[src/rtl/edge_arb_pkg.sv]
// Shared types and limits for the edge event arbiter.
package edge_arb_pkg;
    typedef enum logic {ST_IDLE, ST_HOLD} out_state_t;

    localparam int MAX_CH = 16;
endpackage

[src/rtl/edge_event_arbiter_if.sv]
// Event port: one channel id per valid/ready handshake.
interface edge_event_arbiter_if #(
    parameter int ID_W = 2
);
    logic            evt_valid;
    logic            evt_ready;
    logic [ID_W-1:0] evt_id;

    modport master (output evt_valid, output evt_id, input evt_ready);
    modport slave  (input evt_valid, input evt_id, output evt_ready);
endinterface

[src/rtl/rise_pulse.sv]
// One-channel registered rising-edge detector: one-cycle pulse per low->high.
module rise_pulse (
    input  logic clk,
    input  logic rst_n,
    input  logic d,
    output logic pulse
);
    logic prev_reg;
    logic pulse_reg;

    // prev clears on reset, so an input already high at release yields one pulse
    always_ff @(posedge clk or negedge rst_n) begin
        if (!rst_n) begin
            prev_reg  <= 1'b0;
            pulse_reg <= 1'b0;
        end else begin
            prev_reg  <= d;
            pulse_reg <= d & ~prev_reg;
        end
    end

    assign pulse = pulse_reg;
endmodule

[src/rtl/edge_event_arbiter.sv]
// Collects per-channel rising edges into pending bits and hands them out
// one at a time, round-robin, on a valid/ready event port.
module edge_event_arbiter
    import edge_arb_pkg::*;
#(
    parameter int N_CH = 4,
    parameter int ID_W = $clog2(N_CH)
) (
    input  logic                 clk,
    input  logic                 rst_n,
    input  logic [N_CH-1:0]      sig_in,
    input  logic [N_CH-1:0]      ch_en,
    input  logic [N_CH-1:0]      ovf_clr,
    output logic [N_CH-1:0]      pending,
    output logic [N_CH-1:0]      ovf,
    edge_event_arbiter_if.master evt
);
    if (N_CH < 2 || N_CH > MAX_CH) begin : g_bad_n_ch
        $error("edge_event_arbiter: N_CH out of range");
    end

    // Search starts just after the last grant: rotate, take lowest set bit, un-rotate.
    function automatic logic [ID_W-1:0] rr_pick(input logic [N_CH-1:0] req,
                                                 input logic [ID_W-1:0] last);
        logic [2*N_CH-1:0] dbl;
        logic [N_CH-1:0]   rot;
        logic [ID_W-1:0]   pick;
        logic              found;
        int                off;
        int                idx;
        off = int'(last) + 1;
        if (off >= N_CH) off = 0;
        dbl   = {req, req};
        rot   = N_CH'(dbl >> off);
        pick  = '0;
        found = 1'b0;
        for (int i = 0; i < N_CH; i++) begin
            if (!found && rot[i]) begin
                found = 1'b1;
                idx   = i + off;
                if (idx >= N_CH) idx = idx - N_CH;
                pick  = ID_W'(idx);
            end
        end
        return pick;
    endfunction

    logic [N_CH-1:0] edge_q;
    logic [N_CH-1:0] pending_reg, pending_next;
    logic [N_CH-1:0] ovf_reg, ovf_next;
    logic [N_CH-1:0] req;
    logic [N_CH-1:0] granted;
    logic [ID_W-1:0] last_id_reg;
    logic [ID_W-1:0] evt_id_reg;
    logic [ID_W-1:0] grant_id;
    logic            evt_valid_reg;
    logic            load;
    logic            grant_vld;
    out_state_t      state_reg;

    assign req       = pending_reg & ch_en;
    assign load      = (state_reg == ST_IDLE) || evt.evt_ready;
    assign grant_id  = rr_pick(req, last_id_reg);
    assign grant_vld = load && (|req);

    for (genvar gi = 0; gi < N_CH; gi++) begin : g_ch
        rise_pulse u_rise (
            .clk   (clk),
            .rst_n (rst_n),
            .d     (sig_in[gi]),
            .pulse (edge_q[gi])
        );

        assign granted[gi] = grant_vld && (grant_id == ID_W'(gi));

        // A fresh edge outranks this cycle's grant: the channel re-pends.
        assign pending_next[gi] = !ch_en[gi] ? 1'b0 :
                                  edge_q[gi] ? 1'b1 :
                                  granted[gi] ? 1'b0 : pending_reg[gi];

        assign ovf_next[gi] = (edge_q[gi] & pending_reg[gi] & ch_en[gi] & ~granted[gi])
                            | (ovf_reg[gi] & ~ovf_clr[gi]);
    end

    always_ff @(posedge clk or negedge rst_n) begin
        if (!rst_n) begin
            pending_reg <= '0;
            ovf_reg     <= '0;
        end else begin
            pending_reg <= pending_next;
            ovf_reg     <= ovf_next;
        end
    end

    // HOLD keeps id/valid frozen until the consumer takes the event,
    // even if its channel is disabled meanwhile.
    always_ff @(posedge clk or negedge rst_n) begin
        if (!rst_n) begin
            state_reg     <= ST_IDLE;
            evt_valid_reg <= 1'b0;
            evt_id_reg    <= '0;
            last_id_reg   <= ID_W'(N_CH - 1);
        end else if (load) begin
            if (grant_vld) begin
                state_reg     <= ST_HOLD;
                evt_valid_reg <= 1'b1;
                evt_id_reg    <= grant_id;
                last_id_reg   <= grant_id;
            end else begin
                state_reg     <= ST_IDLE;
                evt_valid_reg <= 1'b0;
            end
        end
    end

    assign evt.evt_valid = evt_valid_reg;
    assign evt.evt_id    = evt_id_reg;
    assign pending       = pending_reg;
    assign ovf           = ovf_reg;
endmodule

[src/flat_wrapper.sv]
// flat-port wrapper written by rule: the top's interface ports become plain ports
module edge_event_arbiter_flat import edge_arb_pkg::*;
#(
    parameter int N_CH = 4,
    parameter int ID_W = $clog2(N_CH)
)
  (clk, rst_n, sig_in, ch_en, ovf_clr, pending, ovf, evt_evt_valid, evt_evt_id, evt_evt_ready);
  edge_event_arbiter_if #(.ID_W(ID_W)) evt_i ();
  input  logic clk;
  input  logic rst_n;
  input  logic [N_CH-1:0] sig_in;
  input  logic [N_CH-1:0] ch_en;
  input  logic [N_CH-1:0] ovf_clr;
  output logic [N_CH-1:0] pending;
  output logic [N_CH-1:0] ovf;
  output wire logic [$bits(evt_i.evt_valid)-1:0] evt_evt_valid;
  output wire logic [$bits(evt_i.evt_id)-1:0] evt_evt_id;
  input wire logic [$bits(evt_i.evt_ready)-1:0] evt_evt_ready;
  assign evt_evt_valid = evt_i.evt_valid;
  assign evt_evt_id = evt_i.evt_id;
  assign evt_i.evt_ready = evt_evt_ready;
  edge_event_arbiter #(.N_CH(N_CH), .ID_W(ID_W)) u_core (.clk(clk), .rst_n(rst_n), .sig_in(sig_in), .ch_en(ch_en), .ovf_clr(ovf_clr), .pending(pending), .ovf(ovf), .evt(evt_i));
endmodule
[config.mk]
export PLATFORM = sky130hd
export DESIGN_NAME = edge_event_arbiter_flat
export DESIGN_NICKNAME = d
export VERILOG_FILES = /design/src/rtl/edge_arb_pkg.sv /design/src/rtl/edge_event_arbiter_if.sv /design/src/rtl/rise_pulse.sv /design/src/rtl/edge_event_arbiter.sv /design/src/flat_wrapper.sv
export SDC_FILE = /design/constraint.sdc
export NUM_CORES = 1
export LEC_CHECK = 0
export ABC_AREA = 1
export CORE_UTILIZATION = 50
export DETAILED_ROUTE_END_ITERATION = 10
export GPL_TIMING_DRIVEN = 1
export MAX_ROUTING_LAYER = met4
export PLACE_DENSITY = 0.82
export SYNTH_ARGS = -nofsm -noshare
export SYNTH_HDL_FRONTEND = slang
export SYNTH_SLANG_ARGS = --single-unit
[constraint.sdc]
create_clock -name clk -period 3.4 [get_ports clk]
set_input_delay 0.68 -clock clk [delete_from_list [all_inputs] [get_ports clk]]
set_output_delay 0.68 -clock clk [all_outputs]
set_load 0.05 [all_outputs]
==> impl_metrics.env <==
export IMPL_place_ws_ns=0.984
export IMPL_cts_path_max_buffers=2
export IMPL_timing_final_crit_share_pct=64.1
export IMPL_fillers=167
export IMPL_gp_congestion=0.918
export IMPL_critical_path_top_delay_family="buffers and inverters"
export IMPL_clk_latency_ns=0.29
export IMPL_critPathBufInv=1
export IMPL_clock_skew_ns=0.00305
export IMPL_htree_levels=1
export IMPL_ios=26
export IMPL_grt_pass1_wl_mm=3.96
export IMPL_yosysUniqueCellTypes=22
export IMPL_final_setup_worst_slack_ns=1.22
export IMPL_syn_num_nets=160
export IMPL_ys_warn_count=0
export IMPL_cts_post_setup_buffers_inserted=0
export IMPL_die_w_um=49.4
export IMPL_synth_seq_cells=21
export IMPL_start_kind="register"
export IMPL_path_class="register to output pin"
export IMPL_wl_mm=2.26
export IMPL_tightest_slew_ns=0.902
export IMPL_cts_tree="built"
export IMPL_grt_total_usage_pct=21.6
export IMPL_whs_ns=0.399
export IMPL_critical_path_depth=1
export IMPL_drc=0
export IMPL_synth_area_mm2=0.00112
export IMPL_final_max_slew_violation_count=0
export IMPL_status="finished, final reports clean"
export IMPL_grt_pass1_vias=983
export IMPL_crit_path_top_delay_cell="clkdlybuf4s50_1"
export IMPL_post_route_min_period_ns=2.18
export IMPL_io_buffer_count=25
export IMPL_clock_sinks=21
export IMPL_diodes=0
export IMPL_timing_final_hold_violations=0
export IMPL_hold_path_class="register to register"
export IMPL_cp_cell_sequence="clkdlybuf4s50_1"
export IMPL_synth_seq_area_share_pct=47.0
export IMPL_cts_clk_slew_worst_paths_ns=0.11
export IMPL_gr_total_overflow=0
export IMPL_grt_max_degree=22
export IMPL_endpoint_kind="output pin"
export IMPL_max_stage_delay_ns=0.83
export IMPL_coreArea_mm2=0.00204
export IMPL_setup_viol=0
export IMPL_synthCells=144
export IMPL_placed_cells=195
export IMPL_cts_root_buf="clkbuf_4"
export IMPL_place_hpwl_mm=1.93
export IMPL_wl_per_cell_um=11.3
export IMPL_ff2ff_setup_slack_ns=1.37
export IMPL_antenna_found_initial=0
export IMPL_slew_headroom_pct=39.7
export IMPL_start_util_pct=55.0
export IMPL_initialDrtViolationCount=36
export IMPL_cap_violations=0
export IMPL_timing_fmax_mhz=459
export IMPL_worstPathMaxFanout=3
export IMPL_layout_common_cells="53 x nand2_1, 25 x clkdlybuf4s50_1, 19 x dfrtp_1, 16 x inv_1, 12 x nand3_1"
export IMPL_tns_ns=0
export IMPL_drive_gt1_share_pct=15.7
export IMPL_reg2reg_to="u_core.pending[3]"
export IMPL_cp_data_required_time_ns=2.72
export IMPL_syn_avg_cell_area_um2=7.80
export IMPL_reg2reg_depth=14
export IMPL_via_per_inst=5.11
export IMPL_numCtsBuffers=3
export IMPL_post_cts_resized=0
export IMPL_r2r_start="u_core.last_id_reg[0]"
export IMPL_vdd_drop_max_mv=0.569
export IMPL_final_common_cell="nand2_1"
export IMPL_p_leak_nw=0.783
export IMPL_instances_no_fill=199
export IMPL_ant_nets=0
export IMPL_vias=1017
export IMPL_rows=16
export IMPL_crit_arrival_ns=1.50
export IMPL_powerDensity_mw_per_mm2=808
export IMPL_drtPass1Iterations=4
export IMPL_endpoint="pending[2]"
export IMPL_final_nets=189
export IMPL_cp_startpoint="u_core.pending[2]"
export IMPL_die_area_mm2=0.00244
export IMPL_cts_hold_buf=0
export IMPL_area_delta_synth_final_pct=27.3
export IMPL_rsz0062_at_grt="false"
export IMPL_die_y_um=49.4
[power by group]
group	switching, mW	internal, mW
sequential	0.0251	0.295
clock	0.0703	0.0437
combinational	0.483	0.239
total	0.578	0.578
[worst register-to-register path: cells and delay by family, from the launching register on]
family | cells | cell delay [ns]
simple gates | 12 | 1.05
flops | 1 | 0.59
fa+ha+maj | 1 | 0.23
buf+inv | 1 | 0.07
[cells in the mapped netlist, drive strengths merged]
cell    instances  area [um^2]
nand3          14         80.1
xor2            1         8.76
ha              1         12.5
dfrtp          19          475
buf             1         5.00
nand4           2         12.5
inv            18         67.6
nand2          65          279
and3            4         25.0
a21oi           2         10.0
o21bai          1         7.51
dfstp           2         52.6
nand3b          1         7.51
nor2           10         65.1
o21ai           3         15.0
[per-layer routing]
metal	share of wire, %	global-route usage, %
met4	1.3	5.71
met5	0	-
met2	52	38.4
met3	5.4	3.12
met1	41	25.4
[worst min-delay path by stage]
stage                                         from                           to  slack (ns)  depth (start not counted)
floorplan                                    rst_n         u_core.evt.evt_id[0]        0.38                          0
global placement    u_core.g_ch[2].u_rise.prev_reg  u_core.g_ch[2].u_rise.pulse        0.38                          1
detailed placement  u_core.g_ch[0].u_rise.prev_reg  u_core.g_ch[0].u_rise.pulse        0.38                          1
CTS                 u_core.g_ch[0].u_rise.prev_reg  u_core.g_ch[0].u_rise.pulse        0.40                          1
global route        u_core.g_ch[2].u_rise.prev_reg  u_core.g_ch[2].u_rise.pulse        0.41                          1
finish              u_core.g_ch[2].u_rise.prev_reg  u_core.g_ch[2].u_rise.pulse        0.40                          1
[cell type report]
type,instances,area (um^2),share of cell area [%]
Multi-Input combinational cell,104,523,36.6
Inverter,18,67.6,4.72
Clock inverter,1,5.00,0.350
Tap cell,27,33.8,2.36
Clock buffer,3,22.5,1.57
Timing Repair Buffer,25,250,17.5
Sequential cell,21,528,36.9
[through the flow]
stage	util (%)	total power, mW	instance area, um^2
floorplan	-	0.878	1120
global placement	68.7	1.02	1400
detailed placement	68.7	1.05	1400
CTS	70.0	1.16	1430
global route	70.0	1.24	1430
finish	70.0	1.16	1430
[logic make-up after synthesis]
group	Yosys count	synth area share, %
flip-flops	21	47.0
buffers and inverters	19	6.46
XOR/XNOR	1	0.780
AND/OR/NAND/NOR	96	41.8
AO/OA/AOI/OAI	6	2.90
adder cells (fa/ha/maj)	1	1.11
Power figures use the tool's default switching activity.
